### src/rtl/beamform_pkg.sv
`default_nettype none
// ============================================================================
//  Module      : beamform_pkg
//  Description : Shared widths, FSM state type and vector types for the
//                16-element delay-and-sum beamformer.
//  Revision    : 1.0 - initial release
// ============================================================================
package beamform_pkg;

    localparam int N_CH    = 16;
    localparam int DELTA_W = 8;
    localparam int ADDR_W  = 8;

    typedef enum logic [1:0] {
        IDLE  = 2'd0,
        SCAN  = 2'd1,
        DRAIN = 2'd2
    } state_t;

    typedef logic [N_CH-1:0][DELTA_W-1:0] delta_vec_t;
    typedef logic [N_CH-1:0][ADDR_W-1:0]  addr_vec_t;

endpackage
`default_nettype wire

### src/rtl/das_adder_tree.sv
`default_nettype none
// ============================================================================
//  Module      : das_adder_tree
//  Description : 16-input signed two-stage registered adder with enable,
//                carrying a valid bit and the pixel coordinate tag alongside.
//  Revision    : 1.0 - initial release
// ============================================================================
module das_adder_tree
    import beamform_pkg::*;
#(
    parameter int SAMPLE_W = 12,
    parameter int XW       = 6,
    parameter int YW       = 6
) (
    input  logic                          i_clk,
    input  logic                          i_rst_n,
    input  logic                          i_en,
    input  logic                          i_valid,
    input  logic signed [XW-1:0]          i_x,
    input  logic signed [YW-1:0]          i_y,
    input  logic [N_CH-1:0][SAMPLE_W-1:0] i_data,
    output logic                          o_valid,
    output logic signed [XW-1:0]          o_x,
    output logic signed [YW-1:0]          o_y,
    output logic signed [SAMPLE_W+3:0]    o_sum
);

    localparam int c_groups = N_CH / 4;
    localparam int c_part_w = SAMPLE_W + 2;
    localparam int c_sum_w  = SAMPLE_W + 4;

    logic signed [c_part_w-1:0] w_part [c_groups];
    logic signed [c_part_w-1:0] r_part [c_groups];
    logic signed [c_sum_w-1:0]  w_sum;
    logic                       r_valid_a;
    logic signed [XW-1:0]       r_x_a;
    logic signed [YW-1:0]       r_y_a;

    always_comb begin
        for (int g = 0; g < c_groups; g++) begin
            w_part[g] = '0;
            for (int j = 0; j < 4; j++) begin
                w_part[g] = w_part[g] + c_part_w'($signed(i_data[4*g+j]));
            end
        end
    end

    always_ff @(posedge i_clk or negedge i_rst_n) begin
        if (!i_rst_n) begin
            for (int g = 0; g < c_groups; g++) r_part[g] <= '0;
            r_valid_a <= 1'b0;
            r_x_a     <= '0;
            r_y_a     <= '0;
        end else if (i_en) begin
            for (int g = 0; g < c_groups; g++) r_part[g] <= w_part[g];
            r_valid_a <= i_valid;
            r_x_a     <= i_x;
            r_y_a     <= i_y;
        end
    end

    always_comb begin
        w_sum = '0;
        for (int g = 0; g < c_groups; g++) begin
            w_sum = w_sum + c_sum_w'(r_part[g]);
        end
    end

    always_ff @(posedge i_clk or negedge i_rst_n) begin
        if (!i_rst_n) begin
            o_valid <= 1'b0;
            o_x     <= '0;
            o_y     <= '0;
            o_sum   <= '0;
        end else if (i_en) begin
            o_valid <= r_valid_a;
            o_x     <= r_x_a;
            o_y     <= r_y_a;
            o_sum   <= w_sum;
        end
    end

endmodule
`default_nettype wire

### src/rtl/das_frame_reader.sv
`default_nettype none
// ============================================================================
//  Module      : das_frame_reader
//  Description : Raster pixel scan, per-channel read addressing and 16-way
//                delay-and-sum with a valid/ready pixel output stream.
//  Revision    : 1.0 - initial release
// ============================================================================
module das_frame_reader
    import beamform_pkg::*;
#(
    parameter int COLS     = 64,
    parameter int ROWS     = 64,
    parameter int SAMPLE_W = 12
) (
    input  logic                           i_clk,
    input  logic                           i_rst_n,
    input  logic                           i_start,
    input  logic [7:0]                     i_t0,
    output logic                           o_busy,
    output logic signed [$clog2(COLS)-1:0] o_p_x,
    output logic signed [$clog2(ROWS)-1:0] o_p_y,
    input  delta_vec_t                     i_delta,
    output addr_vec_t                      o_rd_addr,
    input  logic [N_CH-1:0][SAMPLE_W-1:0]  i_rd_data,
    output logic                           o_pix_valid,
    input  logic                           i_pix_ready,
    output logic signed [SAMPLE_W+3:0]     o_pix_data,
    output logic signed [$clog2(COLS)-1:0] o_pix_x,
    output logic signed [$clog2(ROWS)-1:0] o_pix_y,
    output logic                           o_frame_done
);

    localparam int c_xw = $clog2(COLS);
    localparam int c_yw = $clog2(ROWS);
    localparam logic signed [c_xw-1:0] c_x_min = {1'b1, {(c_xw-1){1'b0}}};
    localparam logic signed [c_xw-1:0] c_x_max = {1'b0, {(c_xw-1){1'b1}}};
    localparam logic signed [c_yw-1:0] c_y_min = {1'b1, {(c_yw-1){1'b0}}};
    localparam logic signed [c_yw-1:0] c_y_max = {1'b0, {(c_yw-1){1'b1}}};

    state_t                        r_state;
    state_t                        w_state_nxt;
    logic signed [c_xw-1:0]        r_px;
    logic signed [c_yw-1:0]        r_py;
    logic [7:0]                    r_t0;
    logic                          w_en;
    logic                          w_accept;
    logic                          w_issue;
    logic                          w_done;
    logic                          w_last_hs;
    addr_vec_t                     r_rd_addr;
    logic                          r_v1;
    logic signed [c_xw-1:0]        r_x1;
    logic signed [c_yw-1:0]        r_y1;
    logic                          r_v2;
    logic signed [c_xw-1:0]        r_x2;
    logic signed [c_yw-1:0]        r_y2;
    logic                          r_en_d;
    logic [N_CH-1:0][SAMPLE_W-1:0] r_data_hold;
    logic [N_CH-1:0][SAMPLE_W-1:0] w_data;
    logic                          r_frame_done;

    assign w_en      = !(o_pix_valid && !i_pix_ready);
    assign w_last_hs = o_pix_valid && i_pix_ready &&
                       (o_pix_x == c_x_max) && (o_pix_y == c_y_max);

    always_ff @(posedge i_clk or negedge i_rst_n) begin
        if (!i_rst_n) r_state <= IDLE;
        else          r_state <= w_state_nxt;
    end

    always_comb begin
        w_state_nxt = r_state;
        w_accept    = 1'b0;
        w_issue     = 1'b0;
        w_done      = 1'b0;
        case (r_state)
            IDLE: begin
                if (i_start) begin
                    w_accept    = 1'b1;
                    w_state_nxt = SCAN;
                end
            end
            SCAN: begin
                if (w_en) begin
                    w_issue = 1'b1;
                    if (r_px == c_x_max && r_py == c_y_max) w_state_nxt = DRAIN;
                end
            end
            DRAIN: begin
                if (w_last_hs) begin
                    w_done      = 1'b1;
                    w_state_nxt = IDLE;
                end
            end
            default: w_state_nxt = IDLE;
        endcase
    end

    always_ff @(posedge i_clk or negedge i_rst_n) begin
        if (!i_rst_n) begin
            r_px <= c_x_min;
            r_py <= c_y_min;
            r_t0 <= '0;
        end else if (w_accept) begin
            r_px <= c_x_min;
            r_py <= c_y_min;
            r_t0 <= i_t0;
        end else if (w_issue) begin
            r_px <= r_px + c_xw'(1);
            if (r_px == c_x_max) r_py <= r_py + c_yw'(1);
        end
    end

    always_ff @(posedge i_clk or negedge i_rst_n) begin
        if (!i_rst_n) begin
            r_rd_addr <= '0;
            r_v1      <= 1'b0;
            r_x1      <= '0;
            r_y1      <= '0;
            r_v2      <= 1'b0;
            r_x2      <= '0;
            r_y2      <= '0;
        end else if (w_en) begin
            for (int k = 0; k < N_CH; k++) begin
                r_rd_addr[k] <= i_delta[k] + r_t0;
            end
            r_v1 <= w_issue;
            r_x1 <= r_px;
            r_y1 <= r_py;
            r_v2 <= r_v1;
            r_x2 <= r_x1;
            r_y2 <= r_y1;
        end
    end

    // After the first stall cycle the buffers already return data for the
    // held address, so the sample set belonging to stage 2 is kept aside.
    always_ff @(posedge i_clk or negedge i_rst_n) begin
        if (!i_rst_n) begin
            r_en_d      <= 1'b1;
            r_data_hold <= '0;
        end else begin
            r_en_d <= w_en;
            if (r_en_d) r_data_hold <= i_rd_data;
        end
    end

    assign w_data = r_en_d ? i_rd_data : r_data_hold;

    always_ff @(posedge i_clk or negedge i_rst_n) begin
        if (!i_rst_n) r_frame_done <= 1'b0;
        else          r_frame_done <= w_done;
    end

    das_adder_tree #(
        .SAMPLE_W (SAMPLE_W),
        .XW       (c_xw),
        .YW       (c_yw)
    ) u_adder_tree (
        .i_clk    (i_clk),
        .i_rst_n  (i_rst_n),
        .i_en     (w_en),
        .i_valid  (r_v2),
        .i_x      (r_x2),
        .i_y      (r_y2),
        .i_data   (w_data),
        .o_valid  (o_pix_valid),
        .o_x      (o_pix_x),
        .o_y      (o_pix_y),
        .o_sum    (o_pix_data)
    );

    assign o_busy       = (r_state != IDLE);
    assign o_p_x        = r_px;
    assign o_p_y        = r_py;
    assign o_rd_addr    = r_rd_addr;
    assign o_frame_done = r_frame_done;

endmodule
`default_nettype wire

### config.mk
export PLATFORM = sky130hd
export DESIGN_NAME = das_frame_reader
export DESIGN_NICKNAME = d
export VERILOG_FILES = /design/src/rtl/beamform_pkg.sv /design/src/rtl/das_adder_tree.sv /design/src/rtl/das_frame_reader.sv
export SDC_FILE = /design/constraint.sdc
export NUM_CORES = 1
export LEC_CHECK = 0
export ABC_AREA = 1
export ABC_CLOCK_PERIOD_IN_PS = 4500
export CORE_MARGIN = 3
export CORE_UTILIZATION = 55
export CTS_BUF_LIST = sky130_fd_sc_hd__clkbuf_2
export CTS_CLUSTER_DIAMETER = 80
export DETAILED_ROUTE_END_ITERATION = 10
export PLACE_DENSITY = 0.82
export SYNTH_ARGS = -nofsm -noshare
export SYNTH_HDL_FRONTEND = slang
export SYNTH_HIERARCHICAL = 1
export SYNTH_SLANG_ARGS = --single-unit
### constraint.sdc
create_clock -name i_clk -period 4.5 [get_ports i_clk]
set_input_delay 1.35 -clock i_clk [delete_from_list [all_inputs] [get_ports i_clk]]
set_output_delay 1.35 -clock i_clk [all_outputs]
set_load 0.01 [all_outputs]
==> Word-level counts from Yosys, hierarchy flattened <==
Cells that the tools add are included.
{ "word_totals": {"out_inout_bits": 171, "inputBits": 332, "elab_cells": 128, "reg_bits": 468} }
{ "op_classes": {"n_eq_ne": 10, "addsub": 33, "muxes": 17, "n_reduce_logical": 13} }
{ "ops": {"columns": ["op", "count"], "rows": [
  ["2-to-1 mux 192 bit", 1],
  ["adder 8 bit", 16],
  ["adder 13 x 12 -> 14 bit", 4],
  ["adder 14 x 12 -> 14 bit", 4],
  ["adder 12 x 12 -> 13 bit", 4],
  ["2-to-1 mux 6 bit", 5],
  ["== test 6 bit (second input constant)", 4],
  ["adder 15 x 14 -> 16 bit", 1],
  ["adder 16 x 14 -> 16 bit", 1],
  ["adder 14 x 14 -> 15 bit", 1],
  ["adder 6 x 2 -> 6 bit (second input constant)", 2],
  ["2-to-1 mux 2 bit", 4],
  ["inequality test 2 bit (second input constant)", 4],
  ["2-to-1 mux 1 bit", 6],
  ["one-hot mux 2 bit (3 select lines)", 1],
  ["nonzero test 2 bit", 3],
  ["logical AND 1 bit", 5],
  ["AND reduction 4 bit", 1],
  ["== test 2 x 1 -> 1 bit (second input constant)", 1],
  ["== test 2 bit (second input constant)", 1],
  ["zero test 1 bit", 2],
  ["zero test 2 bit", 1],
  ["AND reduction 2 bit", 1]
]} }

==> Logic depth before layout (Yosys ltp) <==
Gate-level depths: netlist of run 1.
{ "depth": {"depth_word": 6, "mapped_depth": 17, "ltp_nobuf": 15} }

==> Hierarchy <==
Netlist of run 1, hierarchy kept.
{ "by_module_without_submodules": {"columns": ["mod", "seq_area_each_um2", "cells_each", "area_each_um2", "n_inst"], "rows": [
  ["das_frame_reader", 9262.6, 2110, 19376.1, 1],
  ["das_adder_tree", 2452.4, 1496, 10871.7, 1]
]} }

==> Worst setup path before layout of run 1 <==
No wires, ideal clock.
{ "synth_path": {"kind": "input to register", "from": "input port i_rd_data[97] (netlist bit)", "to": "register u_adder_tree/r_part[21] (netlist bit)", "setup_slack_ps": 624, "setup_ps": 132, "required_time_ps": 4368, "n_path_buf": 0, "arrival_ps": 3744, "path_stages": 11, "path_cell_list": "mux2_2 -> fa_1 -> fa_1 -> ha_1 -> fa_1 -> nand3_1 -> nand3_2 -> nand2_1 -> nand3b_1 -> nand3_1 -> o21ai_0"} }
{ "synth_between": {"elab_chain_cells": 4} }
{ "synth_lines": {"columns": ["item", "line_no", "source"], "rows": [
  ["start: declaration", "das_frame_reader.sv:24", "input logic [N_CH-1:0][SAMPLE_W-1:0] i_rd_data,"],
  ["2-to-1 mux 192 bit", "das_frame_reader.sv:148", "assign w_data = r_en_d ? i_rd_data : r_data_hold;"],
  ["adder 12 x 12 -> 13 bit", "das_adder_tree.sv:43", "w_part[g] = w_part[g] + c_part_w'($signed(i_data[4*g+j]));"],
  ["adder 13 x 12 -> 14 bit", "das_adder_tree.sv:43", null],
  ["adder 14 x 12 -> 14 bit", "das_adder_tree.sv:43", null],
  ["end: declaration", "das_adder_tree.sv:33", "logic signed [c_part_w-1:0] r_part [c_groups];"]
]} }
Every way passes these cells.
A chain may end at the register's enable or synchronous reset.

==> impl_metrics.ini, run 1 <==
[logic_synthesis]
yosys_warnings = 6
synthArstFlopShare_pct = 100
avgSynthCellArea_um2 = 8.39
synth_edf_count = 0
syn_nets = 4264
yosysSeqAreaShare_pct = 38.7
ys.flop_type = dfrtp_1
ys_types = 35
synth_seq_cells = 468
netlist_instances = 3606
netlist_area_um2 = 30200

[grt]
grt_pass1_vias = 26214
grt_antenna_before_repair = 11
globalRouteMet3Util_pct = 9.97
grtUsageMet1_pct = 33.2
grt_usage_pct = 29.0
grt_busiest_layer = met2
gr-usage-met2_pct = 48.8
grt_pass1_wl_mm = 131
grt_overflow = 0
grt_max_degree = 115

[layout]
n_fill_cell = 4134
multiInputGateArea_um2 = 15500
syn_to_final_growth_pct = 23.8
fin_cells = 5006
drive_gt1_share_pct = 11.3
final_net_count = 4863
regArea_um2 = 11700

[floorplanning]
die_area_um2 = 57800
core.rowCount = 85
die_w_um = 241
start_util_pct = 55.9
die_h_um = 241
core_area_um2 = 54100
io_pins = 503

[detailed_routing]
wl_per_cell_um = 16.3
drtIter0Drc = 1347
vias = 25387
drt-total-wl_mm = 81.8
antenna_left = 0
firstDrtPassIters = 5
drc = 0
via_per_inst = 5.07

[placement]
dp_cells = 4769
pre_cts_slack_ns = -0.0174
hpwl_mm = 62.4
port_buffers = 502
globalplace.congestion = 0.931

[min_path]
hp-class = input pin to asynchronous set/reset pin

[setup_path]
crit_end = u_adder_tree/r_part[11]
r2r_slack_ns = 0.49
cp_data_required_time_ns = 5.59
cp-startpoint = r_en_d
cp_data_arrival_time_ns = 5.10
reg2regPathDepth = 14
startpoint_type = flop
timing.rr.end = u_adder_tree/r_part[11]
crit_fanout = 28
path_class = flop to flop
crit_path_end_kind = flop
regToRegStartpoint = r_en_d

[sta]
drv_slew = 0
min_period_over_period_pct = 89.0
tightest_slew_ns = 1.15
slew_headroom_pct = 23.2
finalHoldViolations = 0
setup_viol = 0
rsz0062_at_grt = no
finalSetupTns_ns = 0
fin_ws_ns = 0.494
max_freq_ghz = 0.250
fin_crit_ns = 4.01
skew_ns = 0.0825
holdWs_ns = 0.122

[power]
p_int_uw = 16700
seq_power_share_pct = 21.0
p_switching_uw = 16300
p_comb_share_pct = 69.0
peakVddDrop_uv = 695
swShare_pct = 49.4
power_frac_clock_pct = 10.0
pwr_density_cell_nw_per_um2 = 882
leakage_uw = 0.0199

[cts]
cts_sinks = 468
numCtsBuffers = 130
cts-resized-gates = 0
ctsHoldBuffers = 0
root_buffer = clkbuf_2
path_clk_slew_ns = 0.10
post_cts.repair.setup_buffers = 0
cts_tree = yes
cts_buffer_depth = 3
htree_levels = 4
clkLatencyLatePin_ns = 1.25

[job]
maxCapViolations = 0

[status]
status = complete, no violations
-- worst min-delay path by stage --
| stage | start | to | depth (start not counted) |
|---|---|---|---|
| 3_3_place_gp | r_state[0] | o_frame_done | 1 |
| 2_1_floorplan | r_state[0] | o_frame_done | 1 |
| 5_1_grt | i_rst_n | r_data_hold[162] | 1 |
| 4_1_cts | i_rst_n | r_data_hold[161] | 1 |
| 6_report | i_rst_n | r_data_hold[149] | 1 |
| 3_5_place_dp | r_state[0] | o_frame_done | 1 |
-- flip-flops by register name, summed over array words and instances, names as in the netlist, 8 cells and up --
name                 flops
u_adder_tree/r_part     56
r_data_hold            192
r_t0                     8
u_adder_tree/o_sum      16
o_rd_addr              128
-- cell families (layout without fill, tap and decap cells) --
| kind of cell | Yosys count | in the layout | synth area share, % |
|---|---|---|---|
| AOI/OAI and AO/OA | 229 | 229 | 3.88 |
| xor gates and xnor gates | 52 | 52 | 1.51 |
| adders and majority gates | 326 | 326 | 17.1 |
| buffers and inverters | 762 | 1459 | 9.99 |
| DFF | 468 | 468 | 38.7 |
| muxes | 192 | 192 | 7.15 |
| other | 0 | 7 | 0 |
| and+or+nand+nor | 1577 | 1577 | 21.7 |
-- cells in the final DEF (no fill, tap or decap), drive strengths merged --
cell type      synthesis  layout
xnor2                 22      22
ha                   181     181
nand2               1120    1120
o21bai                 2       2
inv                  680     685
o21ai                117     117
bufinv                 0       5
or2                   17      17
mux2                 192     192
fa                   145     145
nor2                 119     119
xor2                  30      30
dfrtp                465     465
buf                   71      47
dfstp                  3       3
nand3                250     250
a31oi                  2       2
diode                  0       7
clkinvlp               0       3
clkinv                 1      35
a21oi                 96      96
nor3b                  3       3
nand4                 40      40
nor3                   3       3
clkbuf                10     183
o22ai                 11      11
clkdlybuf4s50          0     501
nand3b                25      25
o2111ai                1       1
-- power by group through the flow --
stage	logic, uW	registers (uW)	clock network [uW]
2_1_floorplan	16000	7010	0
3_3_place_gp	22200	6940	0
3_5_place_dp	22600	6990	0
4_1_cts	22800	6930	3430
5_1_grt	26100	7100	3660
6_report	22800	6940	3320
-- critical path: stages, from the launching register on --
cell and delay (ns):
dfstp_4 0.89, buf_4 0.32, mux2_2 0.39, inv_1 0.09
fa_1 0.43, fa_1 0.53, inv_1 0.05, ha_1 0.35
nand2_1 0.12, nor2_1 0.20, nand3_1 0.15, nand3_1 0.11
nand2_1 0.05, nand3_1 0.08, o21ai_1 0.07
-- cells in the mapped netlist, types with 2 or more instances --
master | n | area, um^2
o21ai_0 | 99 | 495
buf_4 | 3 | 22.5
buf_2 | 54 | 270
o21ai_1 | 18 | 90.1
nand2_1 | 1114 | 4180
fa_1 | 145 | 2900
nand2_2 | 6 | 37.5
o21bai_1 | 2 | 15.0
mux2_2 | 192 | 2160
nand4_1 | 40 | 250
clkbuf_1 | 10 | 37.5
nor2_1 | 116 | 435
nand3b_1 | 25 | 188
nor3_1 | 3 | 15.0
buf_1 | 3 | 11.3
or2_2 | 16 | 100
a21oi_1 | 95 | 475
xnor2_1 | 22 | 193
inv_2 | 6 | 22.5
nand3_2 | 9 | 90.1
ha_1 | 181 | 2260
o22ai_1 | 11 | 68.8
xor2_1 | 30 | 263
nand3_1 | 241 | 1210
a31oi_1 | 2 | 12.5
dfstp_2 | 3 | 78.8
inv_1 | 674 | 2530
nor2_2 | 3 | 18.8
buf_6 | 11 | 124
dfrtp_1 | 465 | 11600
nor3b_1 | 3 | 22.5
-- cell type report --
class | count | share of cell area, %
flip-flops and latches | 468 | 31.3
multi-input cells | 2376 | 41.5
clock buffers | 183 | 2.45
well taps | 696 | 2.33
clock inverters | 47 | 0.899
inverters | 681 | 6.83
diodes | 7 | 0.0468
repair buffers | 548 | 14.7
-- routing by layer --
layer,share of wire [%],vias up
met4,4.1,8
li1,-,12474
met5,0.065,-
met2,49,783
met3,8.4,204
met1,39,11918
-- metrics by stage --
stage	total power, uW	util [%]	area, um^2
floorplan	23000	-	30200
global placement	29100	66.8	36200
detailed placement	29600	66.8	36200
CTS	33200	69.1	37400
global route	36900	69.2	37400
finish	33000	69.2	37400
(Power assumes the default switching activity.)
==> run 2, diff against run 1 <==
--- a/config.mk
+++ b/config.mk
@@ -9,10 +9,10 @@
 export ABC_CLOCK_PERIOD_IN_PS = 4500
 export CORE_MARGIN = 3
 export CORE_UTILIZATION = 55
-export CTS_BUF_LIST = sky130_fd_sc_hd__clkbuf_2
 export CTS_CLUSTER_DIAMETER = 80
 export DETAILED_ROUTE_END_ITERATION = 10
 export PLACE_DENSITY = 0.82
+export SETUP_SLACK_MARGIN = 0.3
 export SYNTH_ARGS = -nofsm -noshare
 export SYNTH_HDL_FRONTEND = slang
 export SYNTH_HIERARCHICAL = 1
==> impl_metrics.ini, run 2 (synthesized netlist as in run 1, its figures left out) <==
[layout]
largest_register_ffs = 192
largest-register = r_data_hold
drive_gt1_share_pct = 9.16
final_net_count = 4786
design_area_um2 = 38200
final_cell_mix = nand2_1 (1,114), inv_1 (673), clkdlybuf4s50_1 (501), dfrtp_1 (465), nand3_1 (241)
final_common_cell = nand2_1
syn_to_final_growth_pct = 26.4
fin_util_pct = 70.6

[setup_path]
cp_data_arrival_time_ns = 4.54
crit_path_end_kind = flop
crit_fanout = 28
path_class = flop to flop
crit_path_top_delay_cell = dfstp_4
cpLargestDelayFamily = adder cells
crit_chain = buf_4 -> mux2_2 -> fa_1 -> fa_1 -> ha_1 -> fa_1 -> nand3_1 -> nand3_2 -> nand3_1 -> nand3_1 -> nand2_1 -> nand3_1 -> nand2_1
cpMostUsedCell = nand3_1
startpoint_type = flop
cp_data_required_time_ns = 5.04
path_buf_inv = 1
crit_path_max_incr_delay_ns = 0.88

[power]
swShare_pct = 47.0
pwr_density_cell_nw_per_um2 = 913
seq_power_share_pct = 19.9
power_frac_clock_pct = 14.4
p_comb_share_pct = 65.7
peakVddDrop_uv = 687
p_int_uw = 18500
p_switching_uw = 16400
leakage_uw = 0.0200

[detailed_routing]
wl_per_cell_um = 16.9
drtIter0Drc = 1484
drt-total-wl_mm = 82.4
via_per_inst = 5.13
antenna_left = 0
drc = 0
firstDrtPassIters = 7
vias = 24995

[sta]
tightest_slew_ns = 1.14
skew_ns = 0.0372
max_freq_ghz = 0.250
min_period_over_period_pct = 88.9
finalHoldViolations = 0
drv_slew = 0
setup_viol = 0
fin_crit_ns = 4.00
slew_headroom_pct = 23.9
rsz0062_at_grt = no

[placement]
placed_area_um2 = 36200
hpwl_mm = 62.4
port_buffers = 502
globalplace.congestion = 0.931

[floorplanning]
die_w_um = 241
core_area_um2 = 54100
start_util_pct = 55.9
die_area_um2 = 57800
die_h_um = 241
io_pins = 503
core.rowCount = 85

[cts]
numCtsBuffers = 53
path_clk_slew_ns = 0.06
cts_tree = yes
htree_levels = 2
cts_sinks = 468
clkLatencyLatePin_ns = 0.61
cts-resized-gates = 0
ctsHoldBuffers = 0
root_buffer = clkbuf_16
cts_buffer_depth = 3
post_cts.repair.setup_buffers = 0

[status]
status = complete, no violations

[grt]
grt_max_degree = 115
grt_antenna_before_repair = 10
grt_pass1_vias = 25663
grt_overflow = 0
grt_usage_pct = 28.8
grt_pass1_wl_mm = 131

[min_path]
hp-class = flop to flop

[job]
maxCapViolations = 0
-- run 2: changes by cell type in the layout (fill, tap and decap cells not counted), sizes merged --
cell,delta
inv,-2
clkinvlp,+2
bufinv,+9
diode,-1
clkinv,-20
clkbuf,-120
-- run 2: power groups by stage --
| stage | Clock [uW] | Sequential [uW] | Combinational [uW] |
|---|---|---|---|
| after floorplan | 0 | 7010 | 16000 |
| after global placement | 0 | 6940 | 22200 |
| after detailed placement | 0 | 6990 | 22600 |
| after CTS | 5110 | 6960 | 22900 |
| after global routing | 5270 | 7120 | 26200 |
| final | 5020 | 6960 | 22900 |
-- run 2: worst register-to-register path: cells and delay by family (launching register included) --
kind | cells | cell delay [ns]
simple gates | 7 | 0.67
buf+inv | 1 | 0.37
mux | 1 | 0.41
fa+ha+maj | 4 | 1.63
flops | 1 | 0.88
-- run 2: layer usage --
layer  global-route usage [%]  up-vias  routed length [um]
met5                        0        -                  59
met1                     33.4    11807               31600
li1                         -    12245                   -
met4                     12.7        8                3740
met2                     49.4      724               40000
met3                     8.71      211                6970
-- run 2: path summary, 6_finish.rpt --
check	start	slack, ns	to	cells after the start
min in group asynchronous	i_rst_n	0.79	r_data_hold[173]	1
setup / recovery	r_en_d	0.50	u_adder_tree/r_part[41]	13
hold reg to reg	r_state[0]	0.43	o_frame_done	1
hold / removal	r_state[0]	0.43	o_frame_done	1
max in group asynchronous	i_rst_n	2.75	r_data_hold[23]	2
setup reg to reg	r_en_d	0.50	u_adder_tree/r_part[41]	13
-- run 2: metrics by stage --
stage / hold slack (ns) / setup slack (ns) / total power, uW / setup TNS (ns) / instances
2_1_floorplan: 0.408 / 0.624 / 23000 / 0 / 3606
3_3_place_gp: 0.432 / 0.0309 / 29100 / 0 / 4769
3_5_place_dp: 0.423 / -0.0174 / 29600 / -0.0174 / 4769
4_1_cts: 0.432 / 0.470 / 35000 / 0 / 4868
5_1_grt: 0.445 / 0.310 / 38600 / 0 / 4872
6_report: 0.431 / 0.500 / 34900 / 0 / 4874
-- run 2: cell type report --
cell class | instances | area, um^2
fill | 3954 | 15900
multi-input combinational | 2376 | 15500
sequential | 468 | 11700
timing repair buffer | 548 | 5500
inverter | 681 | 2560
clock buffer | 63 | 1470
tap | 696 | 871
clock inverter | 36 | 561
antenna | 6 | 15.0
